<file path="config.mk">
export PLATFORM = sky130hd
export DESIGN_NAME = memtest_memory_responder
export DESIGN_NICKNAME = d
export VERILOG_FILES = /design/src/rtl/memtest_memory_responder.sv
export SDC_FILE = /design/constraint.sdc
export NUM_CORES = 1
export LEC_CHECK = 0
export CAP_MARGIN = 20
export CORE_MARGIN = 5
export CORE_UTILIZATION = 35
export DETAILED_ROUTE_END_ITERATION = 10
export SETUP_SLACK_MARGIN = 0.15
export SLEW_MARGIN = 20
export SYNTH_ARGS = -nofsm -noshare
export SYNTH_HDL_FRONTEND = slang
export SYNTH_SLANG_ARGS = --single-unit
</file>
<file path="constraint.sdc">
create_clock -name i_clk -period 4.9 [get_ports i_clk]
set_input_delay 0.735 -clock i_clk [delete_from_list [all_inputs] [get_ports i_clk]]
set_output_delay 0.735 -clock i_clk [all_outputs]
set_load 0.01 [all_outputs]
</file>
<file path="src/rtl/memtest_memory_responder.sv">
// Single-port word memory answering memTest initiators; completes writes after WRITE_LATENCY and reads after READ_LATENCY cycles.
// No backpressure beyond o_busy: requests are sampled only in idle, and anything arriving while busy is dropped.
module memtest_memory_responder #(
  parameter int DATUM_WIDTH   = 8,
  parameter int ADDR_WIDTH    = 4,
  parameter int WRITE_LATENCY = 1,
  parameter int READ_LATENCY  = 2
) (
  input  logic                   i_clk,
  input  logic                   i_rst_async,
  input  logic                   i_write_req,
  input  logic                   i_read_req,
  input  logic [ADDR_WIDTH-1:0]  i_address,
  input  logic [DATUM_WIDTH-1:0] i_write_data,
  input  logic [DATUM_WIDTH-1:0] i_fault_mask,
  output logic                   o_memory_write_ready,
  output logic                   o_memory_read_valid,
  output logic [DATUM_WIDTH-1:0] o_read_data,
  output logic                   o_busy
);

  localparam int DEPTH = 1 << ADDR_WIDTH;
  localparam logic [3:0] WR_CNT_INIT = 4'((WRITE_LATENCY >= 2) ? WRITE_LATENCY - 2 : 0);
  localparam logic [3:0] RD_CNT_INIT = 4'((READ_LATENCY >= 2) ? READ_LATENCY - 2 : 0);

  if (WRITE_LATENCY < 1 || WRITE_LATENCY > 15) begin : g_bad_write_latency
    $error("WRITE_LATENCY must be in 1..15");
  end
  if (READ_LATENCY < 1 || READ_LATENCY > 15) begin : g_bad_read_latency
    $error("READ_LATENCY must be in 1..15");
  end

  typedef enum logic [2:0] {
    s_idle,
    s_write_wait,
    s_write_ack,
    s_read_wait,
    s_read_ack
  } state_t;

  state_t                 state_q, state_d;
  logic [3:0]             cnt_q, cnt_d;
  logic                   mem_we;
  logic                   rd_load;
  logic [DATUM_WIDTH-1:0] mem [DEPTH];

  always_ff @(posedge i_clk or posedge i_rst_async) begin
    if (i_rst_async) begin
      state_q <= s_idle;
      cnt_q   <= 4'd0;
    end else begin
      state_q <= state_d;
      cnt_q   <= cnt_d;
    end
  end

  // Write beats read when both arrive in idle; the read is simply lost.
  always_comb begin
    state_d = state_q;
    cnt_d   = cnt_q;
    mem_we  = 1'b0;
    rd_load = 1'b0;
    case (state_q)
      s_idle: begin
        if (i_write_req) begin
          mem_we = 1'b1;
          if (WRITE_LATENCY == 1) begin
            state_d = s_write_ack;
          end else begin
            state_d = s_write_wait;
            cnt_d   = WR_CNT_INIT;
          end
        end else if (i_read_req) begin
          rd_load = 1'b1;
          if (READ_LATENCY == 1) begin
            state_d = s_read_ack;
          end else begin
            state_d = s_read_wait;
            cnt_d   = RD_CNT_INIT;
          end
        end
      end
      s_write_wait: begin
        if (cnt_q == 4'd0) state_d = s_write_ack;
        else               cnt_d   = cnt_q - 4'd1;
      end
      s_read_wait: begin
        if (cnt_q == 4'd0) state_d = s_read_ack;
        else               cnt_d   = cnt_q - 4'd1;
      end
      s_write_ack: state_d = s_idle;
      s_read_ack:  state_d = s_idle;
      default:     state_d = s_idle;
    endcase
  end

  // Array is deliberately not reset; the reset gate keeps a reset edge from committing a write.
  always_ff @(posedge i_clk) begin
    if (mem_we && !i_rst_async) begin
      mem[i_address] <= i_write_data & ~i_fault_mask;
    end
  end

  always_ff @(posedge i_clk or posedge i_rst_async) begin
    if (i_rst_async) begin
      o_read_data <= '0;
    end else if (rd_load) begin
      o_read_data <= mem[i_address] & ~i_fault_mask;
    end
  end

  assign o_memory_write_ready = (state_q == s_write_ack);
  assign o_memory_read_valid  = (state_q == s_read_ack);
  assign o_busy               = (state_q != s_idle);

endmodule

</file>
==> results of run 1 <==
## through the flow
stage          instance area [um2]  setup WS [ps]
2_1_floorplan                 5843           2361
3_3_place_gp                  6376           1538
3_5_place_dp                  6391           1677
4_1_cts                       6995           2124
5_1_grt                       7000           1946
6_report                      7000           2061
## worst register-to-register path: stages (launching register included)
cell and delay [ps]:
dfrtp_1 450, nor3_4 330, and3_1 290, or3b_1 440
nor2_1 730
## registers in the layout (all words and copies together) (netlist names)
name / flops
cnt_q: 4
mem: 128
o_read_data: 8
state_q: 3
## cells by family (layout without fill, tap and decap cells)
family                   count (synthesis)  after routing
flip-flops                             143            143
AND/OR/NAND/NOR                         77             77
AO/OA/AOI/OAI                           46             46
buffers and inverters                   21             76
multiplexers                            51             51
XOR/XNOR                                 3              3
adder cells (fa/ha/maj)                  2              2
## how the worst max path moves through the flow
stage                     slack, ps  cells after the start    startpoint          to
after floorplan                2360                      4   i_rst_async  mem[12][0]
after global placement         1540                      4  i_address[1]   mem[2][3]
after detailed placement       1680                      6   i_rst_async  mem[12][6]
after CTS                      2120                      6   i_rst_async  mem[12][2]
after global routing           1950                      6   i_rst_async  mem[12][4]
final                          2060                      6   i_rst_async  mem[12][4]
## synthesized netlist by cell type (all sizes together), types with 5 or more instances
cell type	n	area, um2
buf	13	115.1
o22ai	7	43.79
dfrtp	15	375.4
a221o	5	50.05
edfxtp	128	3844
mux2	10	112.6
mux4	9	202.7
nor2	19	71.32
nand2	7	26.28
mux2i	32	320.3
nor3	7	51.30
a211oi	5	37.54
nor2b	16	100.1
a21oi	5	25.02
## area by class of cell
cell class,instances,area (um2)
multi-input cells,179,1506
well taps,220,275.3
flip-flops and latches,143,4219
repair buffers,40,380.4
clock buffers,20,436.7
inverters,4,15.01
fillers,1469,9465
clock inverters,12,167.7
## power groups by stage
stage / registers, uW / clock network, uW / logic [uW]
6_report: 1450 / 1320 / 425
5_1_grt: 1460 / 1410 / 466
4_1_cts: 1450 / 1340 / 430
3_5_place_dp: 1480 / 0 / 427
3_3_place_gp: 1480 / 0 / 416
2_1_floorplan: 1480 / 0 / 243
## metal layers
metal	vias to the layer above	track usage, %	wire (um)
li1	1452	-	-
met1	1631	20.35	6121
met2	110	20.48	5973
met3	20	5.241	847
met4	0	5.561	246
met5	-	0	0
==> results_dict.tcl, run 1 <==
set metrics [dict create \
    status "complete, no violations" \
    die_area_mm2 0.01938 \
    instances_no_fill 618 \
    postLayoutCoreUtil_pct 42.52 \
    clkSinkCount 143 \
    ctsHoldBuffers 0 \
    r2r_start "state_q[0]" \
    drcViolationCount 0 \
    leakage_uw 0.002360 \
    start_kind "input port" \
    layout_min_cycle_time_ps 2839 \
    cts.clk_slew.worst_paths_ps 60 \
    cp_slowest_stage_delay_ps 730 \
    required_ps 4950 \
    swShare_pct 23.41 \
    ys_seq_elements 143 \
    avgRoutedWirePerCell_um 21.34 \
    die_y_um 139.2 \
    ioPinCount 35 \
    drtPass1Iterations 4 \
    grt_use_total_pct 14.46 \
    p_int_uw 2452 \
    timing_hold_violations_final 0 \
    syn_to_final_growth_pct 19.81 \
    grt_start_max_net_pins 31 \
    synthAdderAreaFrac_pct 0.4283 \
    seq_area_frac_synth_pct 72.21 \
    powerDensity_mw_per_mm2 457.4 \
    gr-total-overflow 0 \
    grt_first_pass_wirelength_um 20670 \
    fp.dieW_um 139.2 \
    critPathCaptureType "flip-flop" \
    start_util_pct 35.49 \
    cp.arrival_ps 2890 \
    synth.distinct_cells 48 \
    rsz0062_at_grt "false" \
    async_reset_ff_share_pct 10.49 \
    syn_avg_cell_area_um2 17.04 \
    ys_warn_count 0 \
    syn-cell-area_mm2 0.005843 \
    n_antenna_cell 0 \
    antenna_left 0 \
    worstReg2RegEnd "mem[12][4]" \
    synth_edf_count 128 \
    cts_made_buffers 17 \
    synth_ff_type "edfxtp_1" \
    path_cells "clkdlybuf4s50_1, inv_1, buf_4, and3_1, or3b_1, nor2_1" \
    synth.mux.area_fraction_pct 10.88 \
    hold_class "flip-flop to flip-flop" \
    rows 47 \
    min_period_over_period_pct 57.94 \
    rr_worst_depth 4 \
    synth_top_family_by_area "multiplexers" \
    synth_compound_area_share_pct 6.060 \
    cap_viol_max_count 0 \
    critPathTopFamily "simple AND/OR/NAND/NOR gates" \
    path_class "input port to flip-flop" \
    clk_latency_ps 430 \
    setup_viol 0 \
    whs_endpoint "o_read_data[1]" \
    cts_tree "yes" \
    worstMarginPinSlew_ps 968.5 \
    drtIter0Drc 335 \
    grt_pass1_vias 3246 \
    p_comb_share_pct 13.3 \
    place.gp.congestion 0.8410 \
    finalNetCount 411 \
    h-tree-depth 4 \
    seq_power_share_pct 45.4 \
    p_sw_uw 749.6 \
    syn_inst 343 \
    slowest_stage "nor2_1" \
    cts_resized 0 \
    layout_common_cells "edfxtp_1 (128), clkdlybuf4s50_1 (33), mux2i_1 (32)" \
    clockRootBuffer "clkbuf_16" \
    grt_antenna_before_repair 0 \
    core-area_mm2 0.01647 \
    fin_skew_ps 8.021 \
    slew_violations 0 \
    hpwl_um 8853 \
    vias_per_cell 5.199 \
    vias 3213 \
    worstHoldStart "o_read_data[1]" \
    cts_buffer_depth 2 \
    min_path_cells 2 \
    hold-worst-slack_ps 526.6 \
    yosys.area_share.xor_xnor_pct 0.4497 \
    postCtsSetupBuffers 0 \
    final_common_cell "edfxtp_1" \
    relSlewSlack_pct 35.23 \
    wirelength_um 13190 \
    final_layout_size_suffix_gt1_share_pct 16.08 \
    port_buffers 34 \
    max-vdd-ir-drop_mv 0.2419 \
    setup_tns_ps 0 \
    fmax_mhz 352.2 \
    pwr-share-clk_pct 41.3 \
    crit_path_max_fanout 16 \
    syn_nets 369 \
    r2r_setup_slack_ps 2280 \
    yosys.area_share.simple_pct 7.495 \
    place_inst 586 \
    power_uw 3202 \
    crit_buf_inv 3 \
]
Note: power is estimated with default switching activity, not from simulation.
==> inputs of run 2 (changes only) <==
==> constraint.sdc (replaced) <==
create_clock -name i_clk -period 2.3 [get_ports i_clk]
set_input_delay 0.345 -clock i_clk [delete_from_list [all_inputs] [get_ports i_clk]]
set_output_delay 0.345 -clock i_clk [all_outputs]
set_load 0.01 [all_outputs]
==> run 2 against run 1 <==
Clock skew fell by 4.0 ps. Global-route usage decreased by 0.23 points. Power is 120% higher. Critical path depth shrank 1. Routed wire length is 1.1% lower. Critical endpoint is now mem[12][1]. Largest power group unchanged.
==> results_dict.tcl, run 2 (synthesized netlist as in run 1, its figures left out) <==
set metrics [dict create \
    seq_power_share_pct 43.9 \
    n_antenna_cell 0 \
    grt_start_max_net_pins 30 \
    vias_per_cell 5.143 \
    cap_viol_max_count 0 \
    layout_setup_ws_ps 261.3 \
    drcViolationCount 0 \
    layout_common_cells "edfxtp_1 (128), buf_4 (35), mux2i_1 (32), clkdlybuf4s50_1 (32), nor2_1 (19)" \
    p_sw_uw 1559 \
    regMostFlops "mem" \
    place_inst 617 \
    cts_made_buffers 17 \
    slowest_stage "dfrtp_2" \
    grt_antenna_before_repair 0 \
    vias 3338 \
    critPathCaptureType "flip-flop" \
    avgRoutedWirePerCell_um 20.11 \
    ctsHoldBuffers 0 \
    largest_register_ffs 128 \
    grt_pass1_vias 3445 \
    cp.arrival_ps 2160 \
    seqCellArea_mm2 0.004222 \
    status "complete, no violations" \
    final_common_cell "edfxtp_1" \
    fin_skew_ps 4.002 \
    start_util_pct 35.49 \
    drtPass1Iterations 4 \
    n_fill_cell 1452 \
    core-area_mm2 0.01647 \
    relSlewSlack_pct 54.17 \
    power_uw 7068 \
    max-vdd-ir-drop_mv 0.5001 \
    powerDensity_mw_per_mm2 968.4 \
    required_ps 2420 \
    grt_first_pass_wirelength_um 20490 \
    hold_class "input port to async pin" \
    path_class "flip-flop to flip-flop" \
    pwr-share-clk_pct 42.2 \
    leakage_uw 0.002562 \
    layout_min_cycle_time_ps 2039 \
    antenna_left 0 \
    clk_latency_ps 410 \
    die_area_mm2 0.01938 \
    p_int_uw 5509 \
    port_buffers 34 \
    place_worst_setup_slack_ps 91.44 \
    min_period_over_period_pct 88.64 \
    grt_use_total_pct 14.23 \
    drtIter0Drc 186 \
    gr-total-overflow 0 \
    hpwl_um 8990 \
    fp.dieW_um 139.2 \
    cts_buffer_depth 2 \
    cts_tree "yes" \
    die_y_um 139.2 \
    ioPinCount 35 \
    cp_slowest_stage_delay_ps 450 \
    fmax_mhz 490.5 \
    reg_top3 "mem (128), o_read_data (8), cnt_q (4)" \
    cts.clk_slew.worst_paths_ps 60 \
    setup_tns_ps 0 \
    path_cells "nor3_4, and3_1, or3b_1, nor2_1, buf_4" \
    rows 47 \
    clockRootBuffer "clkbuf_16" \
    crit_path_max_fanout 8 \
    swShare_pct 22.06 \
    p_comb_share_pct 13.8 \
    worstMarginPinSlew_ps 684.4 \
    final_layout_size_suffix_gt1_share_pct 21.91 \
    h-tree-depth 4 \
    multiInputGateArea_mm2 0.001484 \
    rsz0062_at_grt "false" \
    finalNetCount 443 \
    wirelength_um 13050 \
    syn_to_final_growth_pct 24.90 \
    slew_violations 0 \
    clkSinkCount 143 \
    setup_viol 0 \
    instances_no_fill 649 \
    start_kind "flip-flop" \
    postLayoutCoreUtil_pct 44.32 \
    place.gp.congestion 0.8653 \
    timing_hold_violations_final 0 \
]
[run 2: changes by cell type in the layout (fill, tap and decap cells not counted), sizes merged]
cell,change
buf,+32
bufinv,+2
clkdlybuf4s50,-1
clkinv,-2
clkinvlp,-1
dlymetal6s2s,+1
[run 2: cell type report]
type / instances / share of cell area [%]
Clock inverter: 11 / 2.932
Multi-Input combinational cell: 179 / 20.33
Timing Repair Buffer: 72 / 8.932
Sequential cell: 143 / 57.84
Tap cell: 220 / 3.772
Inverter: 4 / 0.2057
Clock buffer: 20 / 5.983
[run 2: what timing repair did]
action,CTS,global route
pin swaps,0,1
resized for setup,1,3
endpoints found under the setup margin,1,1
setup buffers,0,1
[run 2: critical path, delay by kind of cell, from the launching register on]
family,cells,cell delay [ps]
flip-flops,1,450
AND/OR/NAND/NOR,4,1100
buffers and inverters,1,180
[run 2: final timing paths]
kind | startpoint | endpoint | slack (ps) | cells past startpoint
setup / recovery | state_q[1] | mem[12][1] | 260 | 5
min in group i_clk | o_read_data[7] | o_read_data[7] | 520 | 1
setup reg to reg | state_q[1] | mem[12][1] | 260 | 5
hold reg to reg | o_read_data[7] | o_read_data[7] | 520 | 1
max in group asynchronous | i_rst_async | state_q[1] | 1830 | 3
hold / removal | i_rst_async | o_read_data[0] | 270 | 3
[run 2: power groups by stage]
| stage | Combinational (uW) | Sequential, uW | Clock (uW) |
|---|---|---|---|
| 6_report | 978 | 3100 | 2990 |
| 4_1_cts | 969 | 3100 | 3040 |
| 3_3_place_gp | 935 | 3140 | 0 |
| 5_1_grt | 1080 | 3120 | 3160 |
| 3_5_place_dp | 963 | 3150 | 0 |
| 2_1_floorplan | 518 | 3140 | 0 |
[run 2: through the flow]
stage / area (um2) / hold WS [ps]
after floorplan: 5843 / 251.7
after global placement: 6626 / 498.0
after detailed placement: 6626 / 513.4
after CTS: 7278 / 246.0
after global routing: 7298 / 288.9
final: 7298 / 268.2
[run 2: per-layer routing]
| metal | part of all wire, % | up-vias | wire (um) | global-route usage [%] |
|---|---|---|---|---|
| li1 | - | 1518 | - | - |
| met1 | 46 | 1695 | 5986 | 19.46 |
| met2 | 46 | 105 | 6008 | 21.58 |
| met3 | 5.9 | 20 | 767 | 3.690 |
| met4 | 2.2 | 0 | 287 | 6.128 |
| met5 | 0 | - | 0 | 0 |
==> inputs of run 3 (changes only) <==
--- a/config.mk
+++ b/config.mk
@@ -9,7 +9,6 @@
 export CORE_MARGIN = 5
 export CORE_UTILIZATION = 35
 export DETAILED_ROUTE_END_ITERATION = 10
-export SETUP_SLACK_MARGIN = 0.15
 export SLEW_MARGIN = 20
 export SYNTH_ARGS = -nofsm -noshare
 export SYNTH_HDL_FRONTEND = slang
==> constraint.sdc (replaced) <==
create_clock -name i_clk -period 2 [get_ports i_clk]
set_input_delay 0.3 -clock i_clk [delete_from_list [all_inputs] [get_ports i_clk]]
set_output_delay 0.3 -clock i_clk [all_outputs]
set_load 0.01 [all_outputs]
==> run 3 against run 2 <==
Clock skew rose by 3.3 ps. Cell count rose by 4.2%. Critical endpoint is now mem[13][7]. Non-clock buffer count rose by 26. Clock power rose by 9.4%. Design area rose by 2.6%. Combinational power rose by 21%. Hold slack got worse by 32 ps. First-iteration DRC count rose by 64%. Fmax rose by 5.3%. Sequential cell count did not move.
==> results_dict.tcl, run 3 (synthesized netlist as in run 1, its figures left out) <==
set metrics [dict create \
    status "complete, no violations" \
    n_fill_cell 1398 \
    start_util_pct 35.49 \
    clk_latency_ps 400 \
    power_uw 7997 \
    drtPass1Iterations 4 \
    cap_viol_max_count 0 \
    postCtsSetupBuffers 0 \
    final_common_cell "edfxtp_1" \
    critPathCaptureType "flip-flop" \
    h-tree-depth 4 \
    leakage_uw 0.002692 \
    reg_top3 "mem (128), o_read_data (8), cnt_q (4)" \
    path_class "flip-flop to flip-flop" \
    drcViolationCount 0 \
    rows 47 \
    vias 3375 \
    gr-total-overflow 0 \
    vias_per_cell 4.993 \
    n_antenna_cell 0 \
    layout_min_cycle_time_ps 1935 \
    slew_violations 0 \
    fp.dieW_um 139.2 \
    syn_to_final_growth_pct 28.09 \
    ctsHoldBuffers 0 \
    largest_register_ffs 128 \
    die_y_um 139.2 \
    fin_skew_ps 7.263 \
    cts.clk_slew.worst_paths_ps 60 \
    grt_antenna_before_repair 0 \
    avgRoutedWirePerCell_um 19.56 \
    required_ps 2120 \
    rsz0062_at_grt "false" \
    regMostFlops "mem" \
    relSlewSlack_pct 32.93 \
    finalNetCount 469 \
    cp_common_cell "buf_4" \
    clockRootBuffer "clkbuf_16" \
    antenna_left 0 \
    rr_worst_depth 6 \
    cts_resized 2 \
    cp.arrival_ps 2050 \
    slowest_stage "dfrtp_1" \
    instances_no_fill 676 \
    cp_slowest_stage_delay_ps 410 \
    layout_common_cells "edfxtp_1 (128), buf_4 (62), mux2i_1 (32)" \
    seqCellArea_mm2 0.004219 \
    multiInputGateArea_mm2 0.001514 \
    drtIter0Drc 305 \
    port_buffers 34 \
    setup_viol 0 \
    clkSinkCount 143 \
    grt_first_pass_wirelength_um 20960 \
    powerDensity_mw_per_mm2 1069 \
    worstMarginPinSlew_ps 1004 \
    grt_pass1_vias 3636 \
    max-vdd-ir-drop_mv 0.5052 \
    hpwl_um 9336 \
    cts_buffer_depth 2 \
    grt_start_max_net_pins 37 \
    crit_path_max_fanout 5 \
    ioPinCount 35 \
    wirelength_um 13230 \
    die_area_mm2 0.01938 \
    core-area_mm2 0.01647 \
    place_inst 644 \
    min_period_over_period_pct 96.76 \
    grt_use_total_pct 14.33 \
    cts_made_buffers 17 \
    timing_hold_violations_final 0 \
    cts_tree "yes" \
    fmax_mhz 516.8 \
    start_kind "flip-flop" \
    place.gp.congestion 0.7872 \
    hold_class "input port to async pin" \
    path_cells "nor3_4, and3_2, buf_4, nand3b_1, nor2_1, buf_4" \
    final_layout_size_suffix_gt1_share_pct 27.85 \
]
run 3: changes by cell type in the layout (fill, tap and decap cells not counted), moves of 2 or more:
cell / change
dfrtp_1: +2
clkdlybuf4s50_1: -2
clkbuf_1: -2
buf_4: +27
dfrtp_2: -2
clkinvlp_4: +2
bufinv_16: -2
nor3_1: -3
nor3_2: +2
dlygate4sd2_1: +2
run 3: metrics by stage:
| stage | utilization [%] | hold slack, ps | area, um2 | worst slack, ps | setup TNS, ps |
|---|---|---|---|---|---|
| floorplan | - | 206.7 | 5858 | -103.7 | -3076 |
| finish | 45.46 | 236.0 | 7485 | 64.84 | 0 |
| global placement | 41.57 | 502.5 | 6844 | -218.2 | -5405 |
| CTS | 45.32 | 231.9 | 7462 | 10.64 | 0 |
| global route | 45.46 | 266.7 | 7485 | 3.060 | 0 |
| detailed placement | 41.57 | 515.2 | 6844 | -233.7 | -6026 |
run 3: path summary, 6_finish.rpt:
kind | start | end | slack, ps
setup / recovery | state_q[0] | mem[13][7] | 60
hold / removal | i_rst_async | o_read_data[0] | 240
setup reg to reg | state_q[0] | mem[13][7] | 60
hold reg to reg | o_read_data[1] | o_read_data[1] | 530
max in group asynchronous | i_rst_async | state_q[2] | 1570
min in group i_clk | o_read_data[1] | o_read_data[1] | 530
run 3: cell type report:
class	count	share of cell area, %
tap	220	3.678
clock inverter	14	2.558
multi-input combinational	179	20.23
sequential	143	56.37
timing repair buffer	98	11.23
clock buffer	18	5.734
inverter	4	0.2006
run 3: critical path, delay by kind of cell (launching register included):
kind	cells	cell delay, ps
buffers and inverters	2	340
flip-flops	1	410
AND/OR/NAND/NOR	4	910
run 3: power by group:
group | switching, uW | leakage [uW] | internal (uW)
logic | 574 | 0.00104 | 608
clock network | 1190 | 0.000292 | 2090
registers | 118 | 0.00136 | 3420
run 3: metal layers:
metal | share of wire (%) | vias to the layer above | GRT usage (%)
met1 | 45 | 1695 | 18.84
met3 | 6.1 | 10 | 4.276
met2 | 48 | 96 | 22.65
met4 | 1.2 | 0 | 5.201
li1 | - | 1574 | -
met5 | 0 | - | 0
